**config.mk**
```make
export PLATFORM = sky130hd
export DESIGN_NAME = button_led_ctrl_flat
export DESIGN_NICKNAME = d
export VERILOG_FILES = /design/src/rtl/btn_led_pkg.sv /design/src/rtl/button_led_ctrl_if.sv /design/src/rtl/debounce_sync.sv /design/src/rtl/button_led_ctrl.sv /design/src/flat_wrapper.sv
export SDC_FILE = /design/constraint.sdc
export NUM_CORES = 1
export LEC_CHECK = 0
export BUFFER_PORTS_ARGS = -buffer_cell sky130_fd_sc_hd__buf_2
export CAP_MARGIN = 15
export CORE_ASPECT_RATIO = 1.5
export CORE_UTILIZATION = 45
export DETAILED_ROUTE_END_ITERATION = 7
export GPL_ROUTABILITY_DRIVEN = 0
export GPL_TIMING_DRIVEN = 0
export HOLD_SLACK_MARGIN = 0.12
export SYNTH_ARGS = -nofsm -noshare
export SYNTH_HDL_FRONTEND = slang
export SYNTH_SLANG_ARGS = --single-unit
export TNS_END_PERCENT = 50
```
**constraint.sdc**
```tcl
create_clock -name Clk -period 3.1 [get_ports Clk]
set_input_delay 0.62 -clock Clk [delete_from_list [all_inputs] [get_ports Clk]]
set_output_delay 0.62 -clock Clk [all_outputs]
set_load 0.01 [all_outputs]
```
**src/rtl/btn_led_pkg.sv**
```systemverilog
// Shared definitions for the button/switch LED controller: FSM encodings,
// Grant bit positions and counter sizing.
package btn_led_pkg;

  typedef logic [1:0] state_t;

  localparam state_t StIdle = 2'b00;
  localparam state_t StBtn  = 2'b01;
  localparam state_t StSw   = 2'b10;

  localparam int unsigned GrantBtnIdx = 0;
  localparam int unsigned GrantSwIdx  = 1;

  // Wide enough for the largest DEBOUNCE_CYCLES / BLINK_HALF (65535).
  localparam int unsigned CntWidth = 16;

  function automatic logic [1:0] grant_of(state_t st);
    logic [1:0] g;
    g = 2'b00;
    if (st == StBtn) g[GrantBtnIdx] = 1'b1;
    if (st == StSw)  g[GrantSwIdx]  = 1'b1;
    return g;
  endfunction

endpackage

```
**src/rtl/button_led_ctrl_if.sv**
```systemverilog
// Pin bundle between the controller and its board-level environment.
interface button_led_ctrl_if;

  logic       Button;
  logic       Switch;
  logic       LED_B;
  logic       LED_S;
  logic [1:0] Grant;
  logic [7:0] Press_Count;

  modport master (
    output Button, Switch,
    input  LED_B, LED_S, Grant, Press_Count
  );

  modport slave (
    input  Button, Switch,
    output LED_B, LED_S, Grant, Press_Count
  );

endinterface

```
**src/rtl/debounce_sync.sv**
```systemverilog
// Two-flop synchronizer followed by a stability-count debouncer for one raw input.
module debounce_sync
  import btn_led_pkg::*;
#(
  parameter int unsigned DEBOUNCE_CYCLES = 16
) (
  input  logic clk_i,
  input  logic rst_ni,
  input  logic din_i,
  output logic db_o
);

  localparam logic [CntWidth-1:0] CntMax = CntWidth'(DEBOUNCE_CYCLES - 1);

  logic                sync1_q;
  logic                sync2_q;
  logic                db_q;
  logic                db_d;
  logic [CntWidth-1:0] cnt_q;
  logic [CntWidth-1:0] cnt_d;

  // Counter only survives consecutive disagreeing cycles; any agreement clears it.
  always_comb begin
    db_d  = db_q;
    cnt_d = '0;
    if (sync2_q != db_q) begin
      if (cnt_q == CntMax) begin
        db_d = ~db_q;
      end else begin
        cnt_d = cnt_q + CntWidth'(1);
      end
    end
  end

  always_ff @(posedge clk_i or negedge rst_ni) begin
    if (!rst_ni) begin
      sync1_q <= 1'b0;
      sync2_q <= 1'b0;
      db_q    <= 1'b0;
      cnt_q   <= '0;
    end else begin
      sync1_q <= din_i;
      sync2_q <= sync1_q;
      db_q    <= db_d;
      cnt_q   <= cnt_d;
    end
  end

  assign db_o = db_q;

endmodule

```
**src/rtl/button_led_ctrl.sv**
```systemverilog
// Arbitrates two debounced inputs onto LED indicators: Button preempts Switch,
// Switch ownership blinks LED_S, and accepted Button presses are counted.
module button_led_ctrl
  import btn_led_pkg::*;
#(
  parameter int unsigned DEBOUNCE_CYCLES = 16,
  parameter int unsigned BLINK_HALF      = 8
) (
  input logic                Clk,
  input logic                Rst_n,
  button_led_ctrl_if.slave   bus
);

  localparam logic [CntWidth-1:0] BlinkMax = CntWidth'(BLINK_HALF - 1);

  logic                btn_db;
  logic                sw_db;
  logic                btn_db_prev_q;
  state_t              state_q;
  state_t              state_d;
  logic                led_b_q;
  logic                led_s_q;
  logic                led_s_d;
  logic [1:0]          grant_q;
  logic [7:0]          press_cnt_q;
  logic [7:0]          press_cnt_d;
  logic [CntWidth-1:0] blink_q;
  logic [CntWidth-1:0] blink_d;

  debounce_sync #(
    .DEBOUNCE_CYCLES(DEBOUNCE_CYCLES)
  ) u_btn_db (
    .clk_i (Clk),
    .rst_ni(Rst_n),
    .din_i (bus.Button),
    .db_o  (btn_db)
  );

  debounce_sync #(
    .DEBOUNCE_CYCLES(DEBOUNCE_CYCLES)
  ) u_sw_db (
    .clk_i (Clk),
    .rst_ni(Rst_n),
    .din_i (bus.Switch),
    .db_o  (sw_db)
  );

  always_comb begin
    state_d = state_q;
    case (state_q)
      StIdle: begin
        if (btn_db)     state_d = StBtn;
        else if (sw_db) state_d = StSw;
      end
      StBtn: begin
        if (!btn_db) state_d = sw_db ? StSw : StIdle;
      end
      StSw: begin
        if (btn_db)      state_d = StBtn;
        else if (!sw_db) state_d = StIdle;
      end
      default: state_d = StIdle;
    endcase
  end

  // Blink phase restarts at 1 on every entry into StSw; LED_S is dark elsewhere.
  always_comb begin
    led_s_d = 1'b0;
    blink_d = '0;
    if (state_d == StSw) begin
      if (state_q != StSw) begin
        led_s_d = 1'b1;
      end else if (blink_q == BlinkMax) begin
        led_s_d = ~led_s_q;
      end else begin
        led_s_d = led_s_q;
        blink_d = blink_q + CntWidth'(1);
      end
    end
  end

  always_comb begin
    press_cnt_d = press_cnt_q;
    if (btn_db && !btn_db_prev_q) press_cnt_d = press_cnt_q + 8'd1;
  end

  always_ff @(posedge Clk or negedge Rst_n) begin
    if (!Rst_n) begin
      state_q       <= StIdle;
      led_b_q       <= 1'b0;
      led_s_q       <= 1'b0;
      grant_q       <= 2'b00;
      blink_q       <= '0;
      press_cnt_q   <= 8'd0;
      btn_db_prev_q <= 1'b0;
    end else begin
      state_q       <= state_d;
      led_b_q       <= (state_d == StBtn);
      led_s_q       <= led_s_d;
      grant_q       <= grant_of(state_d);
      blink_q       <= blink_d;
      press_cnt_q   <= press_cnt_d;
      btn_db_prev_q <= btn_db;
    end
  end

  assign bus.LED_B       = led_b_q;
  assign bus.LED_S       = led_s_q;
  assign bus.Grant       = grant_q;
  assign bus.Press_Count = press_cnt_q;

  a_grant_onehot0: assert property (@(posedge Clk) disable iff (!Rst_n) $onehot0(grant_q));
  a_leds_exclusive: assert property (@(posedge Clk) disable iff (!Rst_n) !(led_b_q && led_s_q));
  a_state_legal: assert property (@(posedge Clk) disable iff (!Rst_n) state_q != 2'b11);

endmodule
```
**src/flat_wrapper.sv**
```systemverilog
// flat-port wrapper written by rule: the top's interface ports become plain ports
module button_led_ctrl_flat import btn_led_pkg::*;
#(
  parameter int unsigned DEBOUNCE_CYCLES = 16,
  parameter int unsigned BLINK_HALF      = 8
)
  (Clk, Rst_n, bus_Button, bus_Switch, bus_LED_B, bus_LED_S, bus_Grant, bus_Press_Count);
  button_led_ctrl_if bus_i ();
  input logic Clk;
  input logic Rst_n;
  input wire logic [$bits(bus_i.Button)-1:0] bus_Button;
  input wire logic [$bits(bus_i.Switch)-1:0] bus_Switch;
  output wire logic [$bits(bus_i.LED_B)-1:0] bus_LED_B;
  output wire logic [$bits(bus_i.LED_S)-1:0] bus_LED_S;
  output wire logic [$bits(bus_i.Grant)-1:0] bus_Grant;
  output wire logic [$bits(bus_i.Press_Count)-1:0] bus_Press_Count;
  assign bus_i.Button = bus_Button;
  assign bus_i.Switch = bus_Switch;
  assign bus_LED_B = bus_i.LED_B;
  assign bus_LED_S = bus_i.LED_S;
  assign bus_Grant = bus_i.Grant;
  assign bus_Press_Count = bus_i.Press_Count;
  button_led_ctrl #(.DEBOUNCE_CYCLES(DEBOUNCE_CYCLES), .BLINK_HALF(BLINK_HALF)) u_core (.Clk(Clk), .Rst_n(Rst_n), .bus(bus_i));
endmodule
```
==> flow_summary_export.csv, run 1 <==
group,metric,value,unit
die,core,6530,um^2
die,dieHeight,103,um
cells_and_area,nNetsFinal,323,
synth,syn-cell-area,3050,um^2
synth,synth_top_cell_by_area,"dfrtp_1",
synth,synth-async-reset-ratio,100,%
global_routing,overflow,0,
global_routing,grt_max_degree,69,
timing,final.setup.worst_slack,1.11,ns
synth,synth_top_flop_cell,"dfrtp_1",
synth,synth_top_area_share,55.8,%
clock_tree,cts_made_buffers,9,
synth,synth_cells,289,
run_status,status,"complete, no violations",
hold_path,hold_path_class,"reg2reg",
setup_path,crit_arrival,2.19,ns
die,die_w,69.2,um
setup_path,cp_data_required_time,3.30,ns
global_routing,grt_pass1_vias,2070,
clock_tree,root_buffer,"clkbuf_8",
cells_and_area,syn_to_final_growth,13.0,%
timing,drv_slew,0,
clock_tree,cts_buffer_depth,2,
timing,finalSetupViolCount,0,
timing,finClkSkew,0.00872,ns
timing,layout_min_cycle_time,1.99,ns
die,io_pins,16,
synth,ys_seq_area_share,55.8,%
synth,ys_top_cells_by_area,"dfrtp_1 (56%), xnor2_1 (11%), nor2_1 (6.4%), nor4_1 (3.7%), xor2_1 (3.2%)",
synth,syn_nets,297,
synth,synthMostInstantiatedCell,"dfrtp_1",
placement,hpwl,3680,um
cells_and_area,num-fill-cells,575,
clock_tree,postCtsSetupBuffers,0,
setup_path,start_kind,"flip-flop",
synth,ys_warn_count,0,
pwr,ir_drop,0.251,mV
timing,hold_slack,0.350,ns
synth,synth_commonest_cells,"dfrtp_1 (68), nor2_1 (52), xnor2_1 (40), nor4_1 (18), nand3_1 (17)",
setup_path,rrSetupSlack,1.11,ns
timing,worst_pin_slew,0.826,ns
clock_tree,htreeDepth,3,
cells_and_area,final_util,52.8,%
global_routing,grt_pass1_wl,9450,um
die,initial_core_util,46.7,%
clock_tree,insertion_delay,0.34,ns
placement,pre_cts_ws,1.12,ns
cells_and_area,drive_above_1_share,11.3,%
global_routing,grtUsageTotal,17.0,%
timing,rsz0062_at_grt,"no",
setup_path,cp_max_fo,10,
synth,synth_area_per_cell,10.6,um^2
drt,ant_nets,0,
clock_tree,clkSlewWorstSetupHoldPaths,0.07,ns
synth,ys_ff_latch,68,
drt,dr.first_iter.drc_count,112,
drt,num_vias,2120,
pwr,p_leak,0.00146,uW
drt,vias_per_cell,5.35,
timing,finalCritPeriodShare,64.2,%
global_routing,antenna_found_initial,0,
cells_and_area,antennaDiodeCount,0,
clock_tree,cts.repair.resized,0,
setup_path,critPathCaptureType,"flip-flop",
pwr,powerDensity,507,nW/um^2
die,die_area,7120,um^2
drt,wl_per_cell,13.4,um
placement,port_buffers,15,
clock_tree,cts.sinks,68,
timing,slew_headroom,44.9,%
job,maxCapViolCount,0,
timing,fin_tns_setup,0,ns
setup_path,critPathKind,"reg2reg",
drt,first_pass_iters,4,
timing,fmax,502,MHz
cells_and_area,multiInputGateArea,1300,um^2
timing,hold_viol,0,
drt,wl,5310,um
cells_and_area,register_area,1700,um^2
synth,synth.distinct_cells,27,
clock_tree,cts_tree,"done",
die,rows,36,
clock_tree,cts_hold_buf,0,
synth,synth_edf_count,0,
drt,remaining_drc_errors,0,
path summary, 6_finish.rpt:
kind | from | endpoint | depth (start not counted)
max | u_core.blink_q[10]$_DFF_PN0_ | u_core.blink_q[14]$_DFF_PN0_ | 5
min | u_core.u_sw_db.sync1_q$_DFF_PN0_ | u_core.u_sw_db.sync2_q$_DFF_PN0_ | 0
max reg2reg | u_core.blink_q[10]$_DFF_PN0_ | u_core.blink_q[14]$_DFF_PN0_ | 5
min reg2reg | u_core.u_sw_db.sync1_q$_DFF_PN0_ | u_core.u_sw_db.sync2_q$_DFF_PN0_ | 0
max in group asynchronous | Rst_n | u_core.u_sw_db.cnt_q[5]$_DFF_PN0_ | 1
min in group asynchronous | Rst_n | u_core.u_btn_db.cnt_q[13]$_DFF_PN0_ | 1
registers in the layout, summed over array words and instances (netlist names):
| register | count |
|---|---|
| u_core.u_btn_db.cnt_q | 16 |
| u_core.blink_q | 16 |
| u_core.bus.Press_Count | 8 |
| u_core.u_sw_db.sync1_q | 1 |
| u_core.state_q | 2 |
| u_core.bus.Grant | 2 |
| u_core.u_sw_db.cnt_q | 16 |
| u_core.btn_db_prev_q | 1 |
| u_core.u_btn_db.db_o | 1 |
| u_core.u_sw_db.sync2_q | 1 |
| u_core.bus.LED_S | 1 |
| u_core.u_btn_db.sync2_q | 1 |
| u_core.u_sw_db.db_o | 1 |
| u_core.u_btn_db.sync1_q | 1 |
critical path, cell delays in order (launching register included):
cell,delay (ns)
dfrtp_1,0.44
nor4_1,0.41
nand4_1,0.20
nand3_1,0.30
clkbuf_1,0.40
nor2_1,0.10
metal layers:
metal | part of all wire [%] | vias up | track usage, %
met3 | 2.7 | 10 | 3.62
met4 | 1.8 | 0 | 8.95
met2 | 51 | 31 | 29.0
met5 | 0 | - | 0
met1 | 45 | 1028 | 20.5
li1 | - | 1051 | -
stage by stage:
stage / instances / area, um^2 / total power [uW]
2_1_floorplan: 289 / 3050 / 935
3_3_place_gp: 380 / 3220 / 960
3_5_place_dp: 380 / 3220 / 961
4_1_cts: 396 / 3450 / 1780
5_1_grt: 396 / 3450 / 1830
6_report: 396 / 3450 / 1750
cell families after synthesis:
family	Yosys count	share of synthesized area, %
simple gates	145	23.7
flops	68	55.8
xor+xnor	51	14.6
buf+inv	11	1.48
compound gates	7	1.64
fa+ha+maj	4	1.64
mux	3	1.11
layout make-up:
class,count,area share [%]
buffer,4,0.544
timing repair buffer,15,2.25
multi-input combinational,210,37.8
sequential,68,49.4
clock inverter,5,2.43
clock buffer,11,4.10
tap,76,2.76
inverter,7,0.762
layout by cell type (no fill, tap or decap):
cell / n
ha_1: 4
a21boi_1: 1
xnor2_1: 40
mux2_2: 3
or4_1: 1
buf_2: 14
nor4bb_1: 1
dfrtp_1: 68
bufinv_16: 2
clkbuf_8: 10
nand2_1: 16
nor2_1: 52
clkinvlp_4: 2
and4_1: 2
inv_6: 1
buf_4: 2
nor2b_1: 3
nor4_1: 18
inv_1: 7
and4b_1: 1
nand3_1: 17
nand4_1: 13
and3_1: 4
nand3_2: 1
o31ai_1: 1
clkbuf_1: 4
a21oi_1: 1
nand4_2: 1
xor2_1: 11
or3_1: 1
nor3_1: 14
a21boi_0: 4
where the power goes:
part	leakage, uW	total (uW)	internal, uW	switching, uW
clock network	0.000106	808	478	330
logic	0.000415	37.0	9.22	27.8
registers	0.000936	904	896	8.30
total	0.00146	1750	1380	366
(Power assumes the default switching activity.)
==> run 2: changes to the inputs <==
- ABC_AREA: not set -> 1
- clock period: 3.1 -> 1.8 ns (I/O delays scaled with it)
==> flow_summary_export.csv, run 2 <==
group,metric,value,unit
die,io_pins,16,
drt,ant_nets,0,
clock_tree,cts.sinks,68,
synth,synth-async-reset-ratio,100,%
die,rows,38,
global_routing,grt_pass1_wl,11200,um
setup_path,r2r-start,"u_core.blink_q[0]$_DFF_PN0_",
pwr,p_leak,0.00175,uW
drt,dr.first_iter.drc_count,130,
synth,syn-cell-area,3400,um^2
setup_path,max_stage_delay,0.40,ns
drt,wl,6310,um
setup_path,critPathCaptureType,"flip-flop",
synth,synth_area_per_cell,8.07,um^2
die,die_w,73.0,um
global_routing,grtUsageTotal,18.7,%
cells_and_area,nNetsFinal,457,
timing,finalCritPeriodShare,83.2,%
timing,rsz0062_at_grt,"no",
placement,port_buffers,15,
global_routing,grt_pass1_vias,2603,
drt,num_vias,2648,
global_routing,overflow,0,
setup_path,critPathKind,"reg2reg",
pwr,ir_drop,0.432,mV
setup_path,rrSetupSlack,0.30,ns
synth,synth_cells,421,
cells_and_area,drive_above_1_share,11.2,%
synth,synth_top_area_share,50.1,%
setup_path,path_common_cell,"nand2_1",
synth,synth_edf_count,0,
clock_tree,clkSlewWorstSetupHoldPaths,0.07,ns
setup_path,timing.critical_path.buf_inv,1,
synth,synth_commonest_cells,"nor2_1 (105), nand2_1 (97), dfrtp_1 (68), inv_1 (36)",
cells_and_area,syn_to_final_growth,13.0,%
clock_tree,cts_buffer_depth,2,
global_routing,antenna_found_initial,0,
clock_tree,root_buffer,"clkbuf_8",
timing,layout_min_cycle_time,1.50,ns
setup_path,crit_chain,"ha_1, nand2_2, inv_1, nand2_1, nor2_2, a21oi_4, nand2_1, nor2_1",
placement,hpwl,4460,um
pwr,switching_share,21.3,%
synth,ys_warn_count,0,
drt,first_pass_iters,4,
clock_tree,cts_tree,"done",
clock_tree,insertion_delay,0.34,ns
setup_path,crit_family,"simple AND/OR/NAND/NOR gates",
setup_path,crit_arrival,1.77,ns
clock_tree,htreeDepth,3,
cells_and_area,multiInputGateArea,1520,um^2
synth,ys_top_cells_by_area,"dfrtp_1 (50%), nor2_1 (12%), nand2_1 (11%), xor2_1 (6.7%), inv_1 (4.0%)",
setup_path,crit_start,"u_core.blink_q[0]$_DFF_PN0_",
setup_path,cp_data_required_time,2.07,ns
clock_tree,cts_made_buffers,9,
die,die_area,7910,um^2
pwr,clockPowerShare,45.9,%
cells_and_area,top_regs,"u_core.blink_q: 16 flops, u_core.u_btn_db.cnt_q: 16 flops, u_core.u_sw_db.cnt_q: 16 flops",
synth,ys_seq_area_share,50.1,%
cells_and_area,antennaDiodeCount,0,
synth,synth.distinct_cells,25,
synth,synth_top_cell_by_area,"dfrtp_1",
timing,worst_pin_slew,0.843,ns
timing,hold_slack,0.120,ns
setup_path,cp_max_fo,10,
pwr,powerDensity,788,nW/um^2
job,maxCapViolCount,0,
timing,fmax,668,MHz
drt,vias_per_cell,4.78,
global_routing,grt_max_degree,69,
cells_and_area,register_area,1700,um^2
setup_path,critical_path.slowest_cell,"dfrtp_1",
synth,synth_top_flop_cell,"dfrtp_1",
cells_and_area,final_common_cell,"nor2_1",
pwr,power_frac_seq,51.6,%
timing,slew_headroom,43.8,%
hold_path,hold_path_class,"in2async",
timing,finClkSkew,0.00944,ns
cells_and_area,final_cell_mix,"nor2_1 (105), nand2_1 (97), dfrtp_1 (68)",
timing,fin_tns_setup,0,ns
synth,synthMostInstantiatedCell,"nor2_1",
die,core,7270,um^2
synth,ys_ff_latch,68,
synth,syn_nets,429,
timing,drv_slew,0,
pwr,power.switching,644,uW
pwr,combinationalPowerShare,2.5,%
cells_and_area,num-fill-cells,718,
drt,remaining_drc_errors,0,
drt,wl_per_cell,11.4,um
run_status,status,"complete, no violations",
pwr,p_int,2380,uW
setup_path,start_kind,"flip-flop",
timing,finalSetupViolCount,0,
timing,hold_viol,0,
die,dieHeight,108,um
die,initial_core_util,46.7,%
-- run 2: cells by family after synthesis --
family / synth area share, %
DFF: 50.1
xor gates and xnor gates: 7.47
buffers and inverters: 5.19
and+or+nand+nor: 31.8
AOI/OAI and AO/OA: 3.64
adders and majority gates: 1.47
muxes: 0.331
-- run 2: power by group through the flow --
| stage | clock [uW] | combinational [uW] | sequential (uW) |
|---|---|---|---|
| 6_report | 1390 | 76.3 | 1560 |
| 2_1_floorplan | 0 | 32.0 | 1590 |
| 3_3_place_gp | 0 | 75.8 | 1590 |
| 3_5_place_dp | 0 | 76.8 | 1590 |
| 4_1_cts | 1420 | 80.2 | 1560 |
| 5_1_grt | 1490 | 92.2 | 1560 |
-- run 2: cell type report --
| cell class | instances | share of cell area (%) |
|---|---|---|
| tap | 100 | 3.26 |
| sequential | 68 | 44.3 |
| multi-input combinational | 308 | 39.6 |
| clock buffer | 12 | 3.78 |
| inverter | 43 | 4.20 |
| buffer | 2 | 0.391 |
| timing repair buffer | 17 | 2.54 |
| clock inverter | 4 | 1.89 |
-- run 2: per-stage QoR --
stage	cells	worst slack (ns)	area [um^2]	utilization (%)	power, uW
finish	554	0.302	3840	52.8	3030
global route	554	0.125	3840	52.8	3140
CTS	554	0.290	3840	52.8	3060
detailed placement	536	0.316	3600	49.5	1670
global placement	536	0.0133	3600	49.5	1660
floorplan	421	0.523	3400	-	1620
-- run 2: final timing paths --
| path | endpoint | cells past startpoint |
|---|---|---|
| worst max-delay path | u_core.blink_q[8]$_DFF_PN0_ | 8 |
| worst min-delay path | u_core.bus.Press_Count[5]$_DFFE_PN0P_ | 1 |
| worst max register to register | u_core.blink_q[8]$_DFF_PN0_ | 8 |
| worst min register to register | u_core.u_btn_db.sync2_q$_DFF_PN0_ | 0 |
| max in group asynchronous | u_core.blink_q[1]$_DFF_PN0_ | 1 |
| min in group Clk | u_core.u_btn_db.sync2_q$_DFF_PN0_ | 0 |
-- run 2: repair_timing --
action,in CTS,in global routing
setup buffers,0,0
hold endpoints to repair,2,0
hold buffers,2,0
resized for setup,0,0
-- run 2: layer usage --
layer	track usage, %	part of all wire (%)	vias to the layer above
li1	-	-	1374
met1	21.9	45	1229
met2	31.6	50	30
met3	3.73	2.1	15
met4	10.1	3.0	0
met5	0	0	-
==> run 3: changes to the inputs <==
- ABC_AREA: 1 -> 0
- clock period: 1.8 -> 1.25 ns (I/O delays scaled with it)
==> flow_summary_export.csv, run 3 (same netlist as run 1, synthesis figures left out) <==
group,metric,value,unit
global_routing,met1_usage,22.9,%
run_status,failed_checks,"negative setup slack",
setup_path,crit_arrival,1.75,ns
placement,port_buffers,15,
global_routing,top_usage_layer,"met2",
cells_and_area,drive_above_1_share,45.0,%
cells_and_area,syn_to_final_growth,39.7,%
global_routing,grt_pass1_wl,11300,um
die,dieHeight,103,um
drt,wl,7250,um
timing,hold_viol,0,
timing,finalSetupViolCount,52,
drt,first_pass_iters,4,
setup_path,critPathKind,"reg2reg",
setup_path,r2r-start,"u_core.u_btn_db.cnt_q[9]$_DFF_PN0_",
timing,worst_pin_slew,0.847,ns
die,die_area,7120,um^2
clock_tree,cts_tree,"done",
hold_path,hold_path_class,"in2async",
cells_and_area,final_common_cell,"dfrtp_1",
die,io_pins,16,
die,initial_core_util,46.7,%
timing,finClkSkew,0.0104,ns
cells_and_area,nNetsFinal,373,
clock_tree,clkSlewWorstSetupHoldPaths,0.07,ns
timing,slew_headroom,43.5,%
cells_and_area,final_cell_mix,"dfrtp_1 (55), buf_4 (44), xnor2_1 (40)",
setup_path,max_stage_delay,0.48,ns
placement,hpwl,3660,um
global_routing,grt_pass1_vias,2456,
drt,ant_nets,0,
setup_path,cp_data_required_time,1.48,ns
clock_tree,cts_hold_buf,2,
clock_tree,cts_buffer_depth,2,
clock_tree,htreeDepth,3,
die,rows,36,
setup_path,critical_path.slowest_cell,"dfrtp_1",
drt,num_vias,2412,
setup_path,start_kind,"flip-flop",
clock_tree,insertion_delay,0.34,ns
run_status,status,"complete, but fails checks",
pwr,powerDensity,986,nW/um^2
global_routing,antenna_found_initial,0,
global_routing,overflow,0,
timing,finalCritPeriodShare,121,%
clock_tree,cts.sinks,68,
cells_and_area,num-fill-cells,485,
drt,vias_per_cell,5.42,
setup_path,critPathCaptureType,"flip-flop",
die,die_w,69.2,um
clock_tree,root_buffer,"clkbuf_8",
setup_path,rrSetupSlack,-0.27,ns
global_routing,use_met2,36.9,%
timing,rsz0062_at_grt,"yes",
timing,final.setup.worst_slack,-0.267,ns
setup_path,reg2reg_to,"u_core.u_btn_db.cnt_q[12]$_DFF_PN0_",
setup_path,ff2ff_path_depth,5,
clock_tree,cts_made_buffers,9,
global_routing,grt_max_degree,69,
drt,remaining_drc_errors,0,
job,maxCapViolCount,0,
die,core,6530,um^2
timing,layout_min_cycle_time,1.52,ns
pwr,ir_drop,0.677,mV
drt,dr.first_iter.drc_count,124,
global_routing,grt_use_met3,5.18,%
setup_path,cp_max_fo,5,
cells_and_area,final_cells,445,
placement,placed_cells_incl_taps,380,
timing,drv_slew,0,
setup_path,crit_chain,"nand4_1, buf_4, nor3_2, xnor2_1, nor2_2",
timing,fmax,659,MHz
global_routing,grtUsageTotal,20.5,%
cells_and_area,antennaDiodeCount,0,
cells_and_area,top_regs,"u_core.blink_q: 16 flops, u_core.u_btn_db.cnt_q: 16 flops, u_core.u_sw_db.cnt_q: 16 flops",
drt,wl_per_cell,16.3,um
pwr,power.total,4200,uW
pwr,p_leak,0.00176,uW
## run 3: cell type report
class	count	area, um^2	share of cell area (%)
clock inverter	2	35.0	0.822
sequential	68	1720	40.3
clock buffer	13	149	3.49
multi-input combinational	210	1700	39.8
tap	76	95.1	2.23
inverter	7	26.3	0.617
timing repair buffer	65	490	11.5
buffer	4	51.3	1.20
## run 3: how the worst max path moves through the flow
stage	slack, ns	end	cells after the start	startpoint
after detailed placement	-0.44	u_core.u_btn_db.cnt_q[11]$_DFF_PN0_	6	u_core.u_btn_db.cnt_q[0]$_DFF_PN0_
after CTS	-0.24	u_core.u_sw_db.db_o$_DFFE_PN0P_	5	u_core.u_sw_db.cnt_q[1]$_DFF_PN0_
after global routing	-0.32	u_core.blink_q[13]$_DFF_PN0_	4	u_core.blink_q[8]$_DFF_PN0_
after floorplan	-0.22	u_core.u_sw_db.cnt_q[15]$_DFF_PN0_	4	u_core.u_sw_db.cnt_q[5]$_DFF_PN0_
after global placement	-0.42	u_core.u_btn_db.cnt_q[14]$_DFF_PN0_	6	u_core.u_btn_db.cnt_q[0]$_DFF_PN0_
final	-0.27	u_core.u_btn_db.cnt_q[12]$_DFF_PN0_	5	u_core.u_btn_db.cnt_q[9]$_DFF_PN0_
## run 3: where the power goes
group | total [uW] | leakage (uW) | switching (uW) | internal (uW)
Clock | 1770 | 0.0000935 | 809 | 966
Combinational | 181 | 0.000747 | 103 | 78.1
Sequential | 2240 | 0.000915 | 21.3 | 2220
## run 3: routing by layer
metal  share of wire (%)  routed length (um)
met1                  41                2970
met2                  53                3880
met3                 2.8                 202
met4                 2.8                 201
met5                   0                   0
## run 3: through the flow
stage	hold slack (ns)	TNS, ns	area [um^2]	setup WS, ns	utilization [%]
detailed placement	0.336	-14.95	3270	-0.444	50.0
CTS	0.0543	-8.34	3980	-0.235	60.9
finish	0.0158	-9.52	4260	-0.267	65.2
floorplan	-0.0456	-4.71	3090	-0.221	-
global route	0.0874	-13.22	4260	-0.322	65.2
global placement	0.333	-42.09	3260	-0.424	50.0
## run 3: worst max-delay path: cells and delay by family (launching register included)
kind                   cells  cell delay (ns)
XOR/XNOR                   1             0.18
buffers and inverters      1             0.23
flip-flops                 1             0.48
AND/OR/NAND/NOR            3             0.52
## run 3: what timing repair did
action | CTS | global route
gates cloned | 3 | 0
endpoints found under the hold margin | 70 | 68
pin swaps | 42 | 18
resized for setup | 50 | 53
endpoints found under the setup margin | 55 | 53
buffers inserted | 35 | 10
